$ cat src/rtl/icb_mxs_bridge.sv
// ICB multi-master / multi-slave bridge with fixed or round-robin arbitration, an in-order
// outstanding-transaction FIFO for response routing, and an internal error slave for unmapped targets.
module icb_mxs_bridge #(
    parameter int NUM_MST   = 2,
    parameter int NUM_SLV   = 8,
    parameter int SEL_W     = 3,
    parameter int ADDR_W    = 32,
    parameter int DATA_W    = 32,
    parameter int ARB_MODE  = 0,
    parameter int OST_DEPTH = 4
) (
    input  logic                          clk,
    input  logic                          rst,
    input  logic [NUM_MST-1:0]            m_icb_cmd_valid,
    output logic [NUM_MST-1:0]            m_icb_cmd_ready,
    input  logic [NUM_MST*ADDR_W-1:0]     m_icb_cmd_addr,
    input  logic [NUM_MST-1:0]            m_icb_cmd_read,
    input  logic [NUM_MST*DATA_W-1:0]     m_icb_cmd_wdata,
    input  logic [NUM_MST*DATA_W/8-1:0]   m_icb_cmd_wmask,
    output logic [NUM_MST-1:0]            m_icb_rsp_valid,
    input  logic [NUM_MST-1:0]            m_icb_rsp_ready,
    output logic [NUM_MST-1:0]            m_icb_rsp_err,
    output logic [NUM_MST*DATA_W-1:0]     m_icb_rsp_rdata,
    output logic [NUM_SLV-1:0]            s_icb_cmd_valid,
    input  logic [NUM_SLV-1:0]            s_icb_cmd_ready,
    output logic [NUM_SLV*ADDR_W-1:0]     s_icb_cmd_addr,
    output logic [NUM_SLV-1:0]            s_icb_cmd_read,
    output logic [NUM_SLV*DATA_W-1:0]     s_icb_cmd_wdata,
    output logic [NUM_SLV*DATA_W/8-1:0]   s_icb_cmd_wmask,
    input  logic [NUM_SLV-1:0]            s_icb_rsp_valid,
    output logic [NUM_SLV-1:0]            s_icb_rsp_ready,
    input  logic [NUM_SLV-1:0]            s_icb_rsp_err,
    input  logic [NUM_SLV*DATA_W-1:0]     s_icb_rsp_rdata
);

    localparam int MW = (NUM_MST > 1) ? $clog2(NUM_MST) : 1;
    localparam int PW = $clog2(OST_DEPTH);
    localparam int CW = PW + 1;
    localparam int BW = DATA_W / 8;
    localparam logic [SEL_W:0] NSLV_C  = (SEL_W+1)'(NUM_SLV);
    localparam logic [CW-1:0]  DEPTH_C = CW'(OST_DEPTH);
    localparam logic [MW-1:0]  LAST_M  = MW'(NUM_MST - 1);

    logic [CW-1:0]     cnt_r;
    logic [PW-1:0]     wr_ptr_r;
    logic [PW-1:0]     rd_ptr_r;
    logic [MW-1:0]     rr_ptr_r;
    logic              lock_r;
    logic [MW-1:0]     lock_gnt_r;
    logic [SEL_W-1:0]  last_tgt_r;
    logic [MW-1:0]     fifo_mst_r [OST_DEPTH];
    logic [SEL_W-1:0]  fifo_tgt_r [OST_DEPTH];

    logic [MW-1:0]     arb_gnt_s;
    logic [MW-1:0]     grant_s;
    logic [MW-1:0]     rr_next_s;
    logic              gvalid_s;
    logic [ADDR_W-1:0] gaddr_s;
    logic              gread_s;
    logic [DATA_W-1:0] gwdata_s;
    logic [BW-1:0]     gwmask_s;
    logic [SEL_W-1:0]  tgt_sel_s;
    logic              tgt_err_s;
    logic              sready_s;
    logic              accept_s;
    logic              hs_s;

    logic [MW-1:0]     head_mst_s;
    logic [SEL_W-1:0]  head_tgt_s;
    logic              head_err_s;
    logic              rsp_active_s;
    logic              srv_s;
    logic              sre_s;
    logic [DATA_W-1:0] srd_s;
    logic              mrr_s;
    logic              pop_s;

    // Arbitration: lowest valid index, or first valid index at/after rr_ptr (smallest distance wins)
    always_comb begin
        arb_gnt_s = {MW{1'b0}};
        if (ARB_MODE == 1) begin
            for (int k = NUM_MST - 1; k >= 0; k--) begin
                for (int i = 0; i < NUM_MST; i++) begin
                    arb_gnt_s = (m_icb_cmd_valid[i] && (i == (int'(rr_ptr_r) + k) % NUM_MST))
                                ? i[MW-1:0] : arb_gnt_s;
                end
            end
        end else begin
            for (int i = NUM_MST - 1; i >= 0; i--) begin
                arb_gnt_s = m_icb_cmd_valid[i] ? i[MW-1:0] : arb_gnt_s;
            end
        end
    end

    assign grant_s   = lock_r ? lock_gnt_r : arb_gnt_s;
    assign rr_next_s = (grant_s == LAST_M) ? {MW{1'b0}} : grant_s + MW'(1);

    // Granted-master command fields
    always_comb begin
        gvalid_s = 1'b0;
        gaddr_s  = {ADDR_W{1'b0}};
        gread_s  = 1'b0;
        gwdata_s = {DATA_W{1'b0}};
        gwmask_s = {BW{1'b0}};
        for (int i = 0; i < NUM_MST; i++) begin
            if (grant_s == i[MW-1:0]) begin
                gvalid_s = m_icb_cmd_valid[i];
                gaddr_s  = m_icb_cmd_addr[i*ADDR_W +: ADDR_W];
                gread_s  = m_icb_cmd_read[i];
                gwdata_s = m_icb_cmd_wdata[i*DATA_W +: DATA_W];
                gwmask_s = m_icb_cmd_wmask[i*BW +: BW];
            end else begin
                gvalid_s = gvalid_s;
            end
        end
    end

    assign tgt_sel_s = gaddr_s[ADDR_W-1 -: SEL_W];
    assign tgt_err_s = ({1'b0, tgt_sel_s} >= NSLV_C);

    // Ready of the targeted slave
    always_comb begin
        sready_s = 1'b0;
        for (int s = 0; s < NUM_SLV; s++) begin
            sready_s = (tgt_sel_s == s[SEL_W-1:0]) ? s_icb_cmd_ready[s] : sready_s;
        end
    end

    // Only one target may be outstanding at a time, which keeps responses in issue order
    assign accept_s = !rst && (cnt_r < DEPTH_C) &&
                      ((cnt_r == {CW{1'b0}}) || (tgt_sel_s == last_tgt_r));
    assign hs_s     = gvalid_s && accept_s && (tgt_err_s || sready_s);

    // Command valid/ready steering
    always_comb begin
        m_icb_cmd_ready = {NUM_MST{1'b0}};
        s_icb_cmd_valid = {NUM_SLV{1'b0}};
        if (accept_s && gvalid_s) begin
            for (int i = 0; i < NUM_MST; i++) begin
                m_icb_cmd_ready[i] = (grant_s == i[MW-1:0]) && (tgt_err_s || sready_s);
            end
            for (int s = 0; s < NUM_SLV; s++) begin
                s_icb_cmd_valid[s] = !tgt_err_s && (tgt_sel_s == s[SEL_W-1:0]);
            end
        end else begin
            m_icb_cmd_ready = {NUM_MST{1'b0}};
            s_icb_cmd_valid = {NUM_SLV{1'b0}};
        end
    end

    assign s_icb_cmd_addr  = {NUM_SLV{gaddr_s}};
    assign s_icb_cmd_read  = {NUM_SLV{gread_s}};
    assign s_icb_cmd_wdata = {NUM_SLV{gwdata_s}};
    assign s_icb_cmd_wmask = {NUM_SLV{gwmask_s}};

    assign head_mst_s   = fifo_mst_r[rd_ptr_r];
    assign head_tgt_s   = fifo_tgt_r[rd_ptr_r];
    assign head_err_s   = ({1'b0, head_tgt_s} >= NSLV_C);
    assign rsp_active_s = !rst && (cnt_r != {CW{1'b0}});

    // Head slave response fields and head master ready
    always_comb begin
        srv_s = 1'b0;
        sre_s = 1'b0;
        srd_s = {DATA_W{1'b0}};
        mrr_s = 1'b0;
        for (int s = 0; s < NUM_SLV; s++) begin
            if (head_tgt_s == s[SEL_W-1:0]) begin
                srv_s = s_icb_rsp_valid[s];
                sre_s = s_icb_rsp_err[s];
                srd_s = s_icb_rsp_rdata[s*DATA_W +: DATA_W];
            end else begin
                srv_s = srv_s;
            end
        end
        for (int i = 0; i < NUM_MST; i++) begin
            mrr_s = (head_mst_s == i[MW-1:0]) ? m_icb_rsp_ready[i] : mrr_s;
        end
    end

    // Response routing from the FIFO head; the error slave answers immediately with err=1, rdata=0
    always_comb begin
        m_icb_rsp_valid = {NUM_MST{1'b0}};
        m_icb_rsp_err   = {NUM_MST{1'b0}};
        m_icb_rsp_rdata = {(NUM_MST*DATA_W){1'b0}};
        s_icb_rsp_ready = {NUM_SLV{1'b0}};
        if (rsp_active_s) begin
            for (int i = 0; i < NUM_MST; i++) begin
                m_icb_rsp_valid[i] = (head_mst_s == i[MW-1:0]) && (head_err_s || srv_s);
                m_icb_rsp_err[i]   = (head_mst_s == i[MW-1:0]) && (head_err_s || sre_s);
                m_icb_rsp_rdata[i*DATA_W +: DATA_W] =
                    ((head_mst_s == i[MW-1:0]) && !head_err_s) ? srd_s : {DATA_W{1'b0}};
            end
            for (int s = 0; s < NUM_SLV; s++) begin
                s_icb_rsp_ready[s] = !head_err_s && (head_tgt_s == s[SEL_W-1:0]) && mrr_s;
            end
        end else begin
            m_icb_rsp_valid = {NUM_MST{1'b0}};
            s_icb_rsp_ready = {NUM_SLV{1'b0}};
        end
    end

    assign pop_s = rsp_active_s && (head_err_s || srv_s) && mrr_s;

    // Pointers, occupancy, arbitration and lock state
    always_ff @(posedge clk) begin
        if (rst) begin
            cnt_r      <= {CW{1'b0}};
            wr_ptr_r   <= {PW{1'b0}};
            rd_ptr_r   <= {PW{1'b0}};
            rr_ptr_r   <= {MW{1'b0}};
            lock_r     <= 1'b0;
            lock_gnt_r <= {MW{1'b0}};
            last_tgt_r <= {SEL_W{1'b0}};
        end else begin
            if (hs_s) begin
                wr_ptr_r   <= wr_ptr_r + PW'(1);
                last_tgt_r <= tgt_sel_s;
                rr_ptr_r   <= rr_next_s;
            end
            if (pop_s) begin
                rd_ptr_r <= rd_ptr_r + PW'(1);
            end
            case ({hs_s, pop_s})
                2'b10:   cnt_r <= cnt_r + CW'(1);
                2'b01:   cnt_r <= cnt_r - CW'(1);
                default: cnt_r <= cnt_r;
            endcase
            lock_r     <= gvalid_s && !hs_s;
            lock_gnt_r <= grant_s;
        end
    end

    // Outstanding-transaction storage (contents are don't-care while empty)
    always_ff @(posedge clk) begin
        if (!rst && hs_s) begin
            fifo_mst_r[wr_ptr_r] <= grant_s;
            fifo_tgt_r[wr_ptr_r] <= tgt_sel_s;
        end
    end

endmodule

$ cat config.mk
export PLATFORM = sky130hd
export DESIGN_NAME = icb_mxs_bridge
export DESIGN_NICKNAME = d
export VERILOG_FILES = /design/src/rtl/icb_mxs_bridge.sv
export SDC_FILE = /design/constraint.sdc
export NUM_CORES = 1
export LEC_CHECK = 0
export ABC_AREA = 1
export CAP_MARGIN = 40
export CORE_AREA = 3 3 416 418
export CTS_CLUSTER_DIAMETER = 100
export DETAILED_ROUTE_END_ITERATION = 10
export DIE_AREA = 0 0 419 421
export PLACE_DENSITY_LB_ADDON = 0.25
export SYNTH_ARGS = -nofsm -noshare
export SYNTH_HDL_FRONTEND = slang
export SYNTH_SLANG_ARGS = --single-unit
$ cat constraint.sdc
create_clock -name clk -period 5.3 [get_ports clk]
set_clock_uncertainty 0.2 [all_clocks]
set_input_delay 1.06 -clock clk [delete_from_list [all_inputs] [get_ports clk]]
set_output_delay 1.06 -clock clk [all_outputs]
set_load 0.005 [all_outputs]
# == After elaboration in Yosys (flattened, before gate mapping) ==
# Memory sizes are Yosys's and may differ from the RTL's. A register that Yosys moved wholly into a read port is not among the register bits.
# Index checks and enable logic that the tools add are counted.
# word_totals
mem_count,2
output_inout_bits,638
romBits,0
ff_bits,12
ramBits,16
latch_bits,0
# memory_table
memory,depth,word_bits,rd,rd_clocked_by_memory_dff,write_ports,line_no,text
fifo_tgt_r,4,3,1,1,1,52,logic [SEL_W-1:0] fifo_tgt_r [OST_DEPTH];
fifo_mst_r,4,1,1,1,1,51,logic [MW-1:0] fifo_mst_r [OST_DEPTH];
# op_classes
n_reduce_logical,31
addsub,4
eq_ne,17
mux,56
shift,0
div,0
bitwise,2
n_mul,0
magnitude_cmp,1
# ops
cell,count
32-bit 2-to-1 mux,12
64-bit 2-to-1 mux,1
1-bit 2-to-1 mux,32
3-bit == test (second input constant),8
1-bit logical AND,23
8-bit 2-to-1 mux,2
2-bit 2-to-1 mux,7
3-bit by 2-bit == test with 1-bit output (second input constant),4
3-bit zero test,3
3-bit by 1-bit == test with 1-bit output (second input constant),2
3-bit one-hot mux with 2 select lines,1
2-bit by 1-bit adder with 2-bit output (second input constant),2
4-bit 2-to-1 mux,1
3-bit by 1-bit adder with 3-bit output (second input constant),1
3-bit == test,1
3-bit < comparator (second input constant),1
3-bit nonzero test,1
3-bit by 1-bit subtractor with 3-bit output (second input constant),1
2-bit by 1-bit == test with 1-bit output (second input constant),1
2-bit == test (second input constant),1
1-bit zero test,2
1-bit NOT,2
2-bit nonzero test,1
1-bit logical OR,1

# == Longest topological paths before layout ==
# Gate-level depths: netlist of the first run.
# depth
ltp_word,17
ltp_mapped,23
ltp_nobuf,23

# == Worst setup path before layout of the first run ==
# OpenSTA, ideal clock, no wires.
# synth_timing
path_type,in2out
startpoint,input port m_icb_cmd_valid[0]
endpoint,output port m_icb_cmd_ready[0]
path_stages,17
arrival_time_ns,2.555
n_path_buf,0
setup_slack_ns,1.485
t_required_ns,4.040
path_cell_list,inv_1 > nand3_2 > nand2_2 > inv_2 > nand2_1 > nand2_1 > nand2_1 > nand2_1 > inv_1 > nand3_1 > nand2_2 > nand2_4 > nor2_4 > nand2_1 > nand2_1 > inv_1 > nor2_1
# synth_between
elab_chain_len,14
# synth_rtl
item,line_no,text
"start, declared",14,"input logic [NUM_MST-1:0] m_icb_cmd_valid,"
1-bit 2-to-1 mux *,90,arb_gnt_s = m_icb_cmd_valid[i] ? i[MW-1:0] : arb_gnt_s;
1-bit 2-to-1 mux *,95,assign grant_s = lock_r ? lock_gnt_r : arb_gnt_s;
32-bit 2-to-1 mux *,106,if (grant_s == i[MW-1:0]) begin
named net s_icb_cmd_addr[30],26,"output logic [NUM_SLV*ADDR_W-1:0] s_icb_cmd_addr,"
3-bit zero test,125,sready_s = (tgt_sel_s == s[SEL_W-1:0]) ? s_icb_cmd_ready[s] : sready_s;
1-bit 2-to-1 mux (8 in a row),125,
1-bit logical AND,140,m_icb_cmd_ready[i] = (grant_s == i[MW-1:0]) && (tgt_err_s || sready_s);
2-bit 2-to-1 mux *,138,if (accept_s && gvalid_s) begin
"end, declared",15,"output logic [NUM_MST-1:0] m_icb_cmd_ready,"
# Mark *: on every way through the listed nets, which the timed path passes. The rest lies on a longest branch.

==> out/metrics.csv, run 1 <==
stage,metric,value,unit
run_status,run status,"finished, final reports clean",
cells_and_area,fin util,11.1,%
detailed_routing,final wirelength,82.4,mm
logic_synthesis,Syn Area/Cell,5.99,um^2
detailed_routing,number of DRC markers in iteration 0,433,
hold_path,worst min-delay path class,reg2reg,
power,P_leak,6.83,nW
logic_synthesis,Synth area leaders,"buf_4 44%, nand2_1 19%, edfxtp_1 5.8%, nor2_1 4.3%, a21oi_1 4.0%",
sta,TNS Setup,0,ns
sta,final hold vios,0,
logic_synthesis,register area share after synthesis,9.11,%
sta,post-route minimum period,4.87,ns
place,# placed instances,4215,
clock_tree,Clock Path Buffers,2,
global_route,Global Route Usage Sum,8.85,%
detailed_routing,wire length per cell,19.5,um
detailed_routing,DR DRC count,0,
floorplanning,Starting Density,4.93,%
power,VDD IR max,0.000140,V
logic_synthesis,Post-Synthesis Cells,1395,
logic_synthesis,#FFs+latches synth,30,
critical_path,Worst path max stage delay,0.53,ns
sta,fmax,206,MHz
detailed_routing,Via density,2.48,
place,post-place setup slack,0.155,ns
global_route,vias in the first global route,11203,
sta,part of the cycle the worst path needs,91.8,%
clock_tree,H-tree levels,2,
sta,Final setup viols,0,
floorplanning,# IOs,1062,
clock_tree,Worst-Skew Late Latency,0.30,ns
clock_tree,Num CTS Buffers,5,
cells_and_area,fin nets,2434,
cells_and_area,fill cell count,19709,
critical_path,Setup crit end kind,primary output,
logic_synthesis,post-synthesis net count,1825,
sta,RSZ-0062 raised after global routing,no,
job,Max-Cap Viols,0,
detailed_routing,via count,10489,
critical_path,Worst EP arrival,3.61,ns
detailed_routing,post-route ant nets,0,
floorplanning,die area,0.176,mm^2
critical_path,crit-path cells,nand2_1 > nand3_1 > nand2_1 > inv_2 > nand3_1 > inv_2 > nand2_1 > nand3_1 > a21oi_1 > buf_4 > nand4_1 > buf_4 > o21ai_0 > nor2_1 > clkdlybuf4s50_1,
cells_and_area,Finished Cell Area,0.0188,mm^2
place,# port buffers,1061,
global_route,first-pass GRT wire length,106,mm
logic_synthesis,area share of the largest cell type after synthesis,44.0,%
logic_synthesis,Synth area leader,buf_4,
sta,Tightest Pin Transition,0.588,ns
critical_path,class of the most critical setup path,reg2out,
global_route,largest net degree at the start of global routing,66,
critical_path,CP Max Fanout,23,
critical_path,worst path required time,4.04,ns
sta,"Slew Viols, Final",0,
cells_and_area,share of post-route cells with drive strength above 1,7.13,%
floorplanning,DIE HEIGHT,421,um
clock_tree,hold buffer count at CTS,0,
global_route,initial antenna violation count,11,
floorplanning,Core Region,0.169,mm^2
floorplanning,standard-cell rows,151,
power,Pwr Total,2.82,mW
logic_synthesis,Mapped Area,0.00835,mm^2
detailed_routing,1st-pass router iterations,5,
critical_path,"slowest stage cell, crit path",clkdlybuf4s50_1,
clock_tree,CTS tree,done,
sta,PnR worst setup slack,0.435,ns
place,DP HPWL,74.1,mm
logic_synthesis,YS warnings,0,
sta,hold_ws,0.259,ns
cells_and_area,area grow syn2layout,125,%
power,pwr dens,150,mW/mm^2
floorplanning,Die X-Extent,419,um
place,Placer Congestion,0.788,
critical_path,CP Launch Type,register,
place,Placed Instance Area,0.0187,mm^2
clock_tree,"Reg clk slew, reported paths",0.07,ns
logic_synthesis,number of distinct library cells after synthesis,37,
sta,relative slew slack,60.8,%
clock_tree,root cell of the clock tree,clkbuf_16,
clock_tree,Sink Count,30,
cells_and_area,Post-Layout Cell Count,4231,
global_route,global route overflow,0,
-- layer usage --
metal	global-route usage [%]	vias up	wire length [um]
met3	1.60	29	4010
met4	1.90	0	1080
met2	19.4	420	50200
met1	8.07	4883	27100
met5	0	-	0
li1	-	5157	-
-- worst paths after layout --
path	startpoint	to	slack, ns	cells after the start
hold reg to reg	cnt_r[0]$_SDFFE_PP0P_	cnt_r[0]$_SDFFE_PP0P_	0.26	1
setup / recovery	register	m_icb_rsp_rdata[53]	0.43	15
hold / removal	cnt_r[0]$_SDFFE_PP0P_	cnt_r[0]$_SDFFE_PP0P_	0.26	1
setup reg to reg	register	cnt_r[2]$_SDFFE_PP0P_	1.29	19
-- area by class of cell --
| cell class | count | area, um^2 | share of cell area [%] |
|---|---|---|---|
| Clock buffer | 5 | 125 | 0.665 |
| Multi-Input combinational cell | 778 | 3530 | 18.8 |
| Inverter | 50 | 191 | 1.02 |
| Antenna cell | 8 | 20.0 | 0.106 |
| Timing Repair Buffer | 1139 | 11400 | 60.6 |
| Clock inverter | 3 | 16.3 | 0.0864 |
| Sequential cell | 30 | 761 | 4.04 |
| Tap cell | 2218 | 2780 | 14.7 |
-- cell usage after synthesis --
cell	instances
o21ai_0	21
nor3_1	1
nand3_2	3
inv_4	1
a22oi_1	9
inv_1	41
o21ai_2	1
buf_4	490
edfxtp_1	16
nor3_4	3
nor2_1	95
nor4_1	7
or2_0	1
buf_6	3
nand2_4	2
nand2_1	433
fa_1	1
ha_1	5
buf_2	16
nor2_4	2
a21oi_1	67
nor2_2	1
clkbuf_1	27
a211oi_1	1
o22ai_1	9
inv_2	8
o21ai_1	16
xor2_1	2
buf_1	1
o2111a_1	4
nand2_2	5
o21ai_4	1
dfxtp_1	14
nand3_1	55
nand3b_1	1
o211ai_1	2
nand4_1	30
-- where the power goes --
part | total (mW) | switching (mW) | internal (mW)
logic | 2.26 | 1.04 | 1.22
clock network | 0.297 | 0.125 | 0.172
registers | 0.265 | 0.00676 | 0.258
total | 2.82 | 1.17 | 1.65
-- flip-flops by register name (all words and copies together) (netlist names), named ones only --
name / count
wr_ptr_r: 2
last_tgt_r: 3
fifo_tgt_r: 12
rd_ptr_r: 2
cnt_r: 3
lock_gnt_r: 1
lock_r: 1
fifo_mst_r: 4
-- worst max-delay path, delay by kind of cell (launching register included) --
| kind | cells | cell delay (ns) |
|---|---|---|
| buffers and inverters | 5 | 1.42 |
| and+or+nand+nor | 8 | 1.22 |
| DFF | 1 | 0.50 |
| AOI/OAI and AO/OA | 2 | 0.15 |
-- placed cells by master, fill, tap and decap left out, types with 2 or more instances in the layout --
| cell | n |
|---|---|
| clkdlybuf4s50_1 | 1031 |
| nand2_1 | 433 |
| nor2_1 | 94 |
| buf_4 | 85 |
| a21oi_1 | 67 |
| nand3_1 | 55 |
| inv_1 | 40 |
| nand4_1 | 30 |
| buf_12 | 21 |
| o21ai_0 | 19 |
| o21ai_1 | 17 |
| edfxtp_1 | 16 |
| dfxtp_1 | 14 |
| a22oi_1 | 9 |
| o22ai_1 | 9 |
| diode_2 | 8 |
| inv_2 | 7 |
| nor4_1 | 7 |
| ha_1 | 5 |
| clkbuf_16 | 5 |
| nand2_2 | 4 |
| o2111a_1 | 4 |
| nand3_2 | 3 |
| nand2_4 | 3 |
| nor3_4 | 3 |
| nor2_4 | 3 |
| o21ai_4 | 2 |
| clkinv_2 | 2 |
| o211ai_1 | 2 |
| clkinv_1 | 2 |
| xor2_1 | 2 |
-- timing repair --
item / in CTS / in global routing
setup endpoints to repair: 0 / 1
gates resized for setup: 0 / 1
setup buffers: 0 / 0
-- cell families after synthesis --
group                      count (synthesis)  share of synthesized area (%)
AOI/OAI and AO/OA                        131                           8.82
buffers and inverters                    587                           48.9
xor gates and xnor gates                   2                          0.210
DFF                                       30                           9.11
and+or+nand+nor                          639                           31.9
adders and majority gates                  6                          0.988
(Power assumes the default switching activity.)
==> run 2, diff against run 1 <==
--- a/config.mk
+++ b/config.mk
@@ -8,6 +8,7 @@
 export ABC_AREA = 1
 export CAP_MARGIN = 40
 export CORE_AREA = 3 3 416 418
+export CTS_BUF_LIST = sky130_fd_sc_hd__clkbuf_8
 export CTS_CLUSTER_DIAMETER = 100
 export DETAILED_ROUTE_END_ITERATION = 10
 export DIE_AREA = 0 0 419 421
==> run 2 against run 1 <==
  * Cell count hardly changed
  * Count of clock-buffer cells in the layout unchanged
  * Critical path depth unchanged
==> out/metrics.csv, run 2 (synthesis results as in run 1) <==
stage,metric,value,unit,change
floorplanning,Core Region,0.169,mm^2,unchanged
cells_and_area,Top reg by flops,fifo_tgt_r,,
critical_path,CP Max Fanout,23,,unchanged
global_route,GR Util met2,19.3,%,-0.12 points
critical_path,Buf/Inv on CP,5,,unchanged
global_route,largest net degree at the start of global routing,66,,unchanged
global_route,first-pass GRT wire length,106,mm,+0.25%
critical_path,class of the most critical setup path,reg2out,,
sta,final hold vios,0,,unchanged
detailed_routing,DR DRC count,0,,unchanged
critical_path,Worst path max stage delay,0.53,ns,about the same
detailed_routing,wire length per cell,19.5,um,+0.15%
detailed_routing,via count,10511,,+0.21%
clock_tree,Resize count post-CTS,0,,unchanged
place,Placer Congestion,0.788,,unchanged
hold_path,startpoint of the worst hold path,cnt_r[0]$_SDFFE_PP0P_,,
global_route,global route overflow,0,,unchanged
global_route,initial antenna violation count,12,,+1
global_route,GR peak layer,met2,,
power,share of power burned in the clock network,7.5,%,-3.0 points
critical_path,RR Endpoint,cnt_r[2]$_SDFFE_PP0P_,,
cells_and_area,fin nets,2434,,unchanged
clock_tree,Worst-Skew Late Latency,0.33,ns,+0.03 ns
job,Max-Cap Viols,0,,unchanged
clock_tree,H-tree levels,2,,unchanged
critical_path,reg-to-reg setup timing slack,1.29,ns,about the same
floorplanning,die area,0.176,mm^2,unchanged
power,VDD IR max,0.0000941,V,-33%
global_route,vias in the first global route,11221,,+0.16%
run_status,run status,"finished, final reports clean",,
clock_tree,Num CTS Buffers,5,,unchanged
clock_tree,root cell of the clock tree,clkbuf_8,,
cells_and_area,"most common cell after layout, fill and taps aside",clkdlybuf4s50_1,,
critical_path,Worst EP arrival,3.63,ns,+0.02 ns
place,post-place setup slack,0.155,ns,unchanged
hold_path,Hold Path End,cnt_r[0]$_SDFFE_PP0P_,,
critical_path,Setup crit end kind,primary output,,
clock_tree,Sink Count,30,,unchanged
global_route,Global Route Usage Sum,8.87,%,+0.021 points
sta,fmax,204,MHz,-0.52%
critical_path,CP Launch Type,register,,
hold_path,WHS Path Cells,1,,unchanged
cells_and_area,area grow syn2layout,125,%,
power,NetSw,1.16,mW,-0.65%
floorplanning,# IOs,1062,,unchanged
power,Int Power,1.57,mW,-4.9%
sta,TNS Setup,0,ns,unchanged
sta,part of the cycle the worst path needs,92.3,%,+0.48 points
detailed_routing,number of DRC markers in iteration 0,442,,+2.1%
cells_and_area,share of post-route cells with drive strength above 1,7.18,%,+0.050 points
critical_path,crit-path leading delay family,buffers and inverters,,
cells_and_area,fill cell count,19713,,+0.020%
critical_path,"slowest stage cell, crit path",clkdlybuf4s50_1,,
hold_path,worst min-delay path class,reg2reg,,
sta,"Slew Viols, Final",0,,unchanged
floorplanning,DIE HEIGHT,421,um,unchanged
sta,Final setup viols,0,,unchanged
clock_tree,Clock Path Buffers,2,,unchanged
sta,Tightest Pin Transition,0.597,ns,+0.00876 ns
clock_tree,post-CTS setup buffers,0,,unchanged
power,sw frac,42.6,%,+1.1 points
sta,PnR worst setup slack,0.410,ns,-0.0252 ns
detailed_routing,final wirelength,82.5,mm,+0.17%
global_route,met3 usage in global routing,1.57,%,-0.026 points
detailed_routing,1st-pass router iterations,5,,unchanged
power,pwr dens,146,mW/mm^2,-2.9%
cells_and_area,Top Registers,"fifo_tgt_r x12, fifo_mst_r x4",,
floorplanning,Die X-Extent,419,um,unchanged
sta,RSZ-0062 raised after global routing,no,,
cells_and_area,most frequent cells in the layout,"1031 x clkdlybuf4s50_1, 433 x nand2_1, 94 x nor2_1",,
critical_path,crit-path cells,nand2_1 > nand3_1 > nand2_1 > inv_2 > nand3_1 > inv_2 > nand2_1 > nand3_1 > a21oi_1 > buf_4 > nand4_1 > buf_4 > o21ai_0 > nor2_1 > clkdlybuf4s50_1,,
floorplanning,standard-cell rows,151,,unchanged
detailed_routing,Via density,2.48,,+0.19%
global_route,M1 GR Usage,8.15,%,+0.073 points
place,# port buffers,1061,,unchanged
power,P_leak,6.81,nW,-0.32%
detailed_routing,post-route ant nets,0,,unchanged
sta,post-route minimum period,4.89,ns,+0.0252 ns
place,DP HPWL,74.1,mm,unchanged
sta,relative slew slack,60.2,%,-0.58 points
clock_tree,hold buffer count at CTS,0,,unchanged
clock_tree,"Reg clk slew, reported paths",0.10,ns,+0.03 ns
clock_tree,CTS tree,done,,
power,Seq pwr share,9.7,%,+0.3 points
floorplanning,Starting Density,4.93,%,unchanged
cells_and_area,Largest register FFs,12,,unchanged
power,combinational power share,82.8,%,+2.7 points
critical_path,Worst R2R Path Depth,19,,unchanged
critical_path,worst path required time,4.04,ns,about the same
[run 2: changes by cell type in the layout (fill, tap and decap cells not counted), sizes merged]
cell,previous run,this run
diode,8,9
[run 2: power groups by stage]
stage | sequential (mW) | combinational, mW | clock [mW]
after detailed placement | 0.271 | 2.37 | 0
after global routing | 0.266 | 2.45 | 0.233
after CTS | 0.265 | 2.38 | 0.232
after global placement | 0.271 | 2.39 | 0
final | 0.265 | 2.26 | 0.206
after floorplan | 0.267 | 1.02 | 0
[run 2: layer usage]
metal  routed length [um]  vias to the layer above  part of all wire, %
li1                     -                     5155                    -
met1                27200                     4902                   33
met2                50000                      422                   61
met3                 3950                       32                  4.8
met4                 1380                        0                  1.7
met5                    0                        -                    0
[run 2: final cells by class]
| cell class | count | area [um^2] | share of cell area, % |
|---|---|---|---|
| inverters | 50 | 191 | 1.02 |
| flip-flops and latches | 30 | 761 | 4.05 |
| diodes | 9 | 22.5 | 0.120 |
| well taps | 2218 | 2780 | 14.8 |
| clock inverters | 3 | 16.3 | 0.0866 |
| clock buffers | 5 | 68.8 | 0.367 |
| repair buffers | 1139 | 11400 | 60.7 |
| multi-input cells | 778 | 3530 | 18.8 |
[run 2: worst max path at each step]
| stage | from | end | slack, ns | depth (start not counted) |
|---|---|---|---|---|
| 6_report | register | m_icb_rsp_rdata[53] | 0.41 | 15 |
| 5_1_grt | register | m_icb_rsp_rdata[37] | 0.006 | 15 |
| 2_1_floorplan | m_icb_cmd_valid[0] | m_icb_cmd_ready[0] | 1.48 | 17 |
| 4_1_cts | register | m_icb_rsp_rdata[32] | 0.13 | 12 |
| 3_5_place_dp | m_icb_cmd_valid[1] | m_icb_cmd_ready[0] | 0.16 | 18 |
| 3_3_place_gp | m_icb_cmd_valid[1] | m_icb_cmd_ready[0] | 0.1 | 18 |
[run 2: through the flow]
step           instance area, um^2  std cells  utilization [%]  total power, mW  hold slack [ns]
6_report                     18800       4232             11.1             2.73            0.263
4_1_cts                      18700       4223             11.1             2.88            0.274
3_5_place_dp                 18700       4215             11.0             2.64            0.252
2_1_floorplan                 8350       1395                -             1.29            0.222
3_3_place_gp                 18600       4214             11.0             2.66            0.242
5_1_grt                      18800       4227             11.1             2.95            0.318
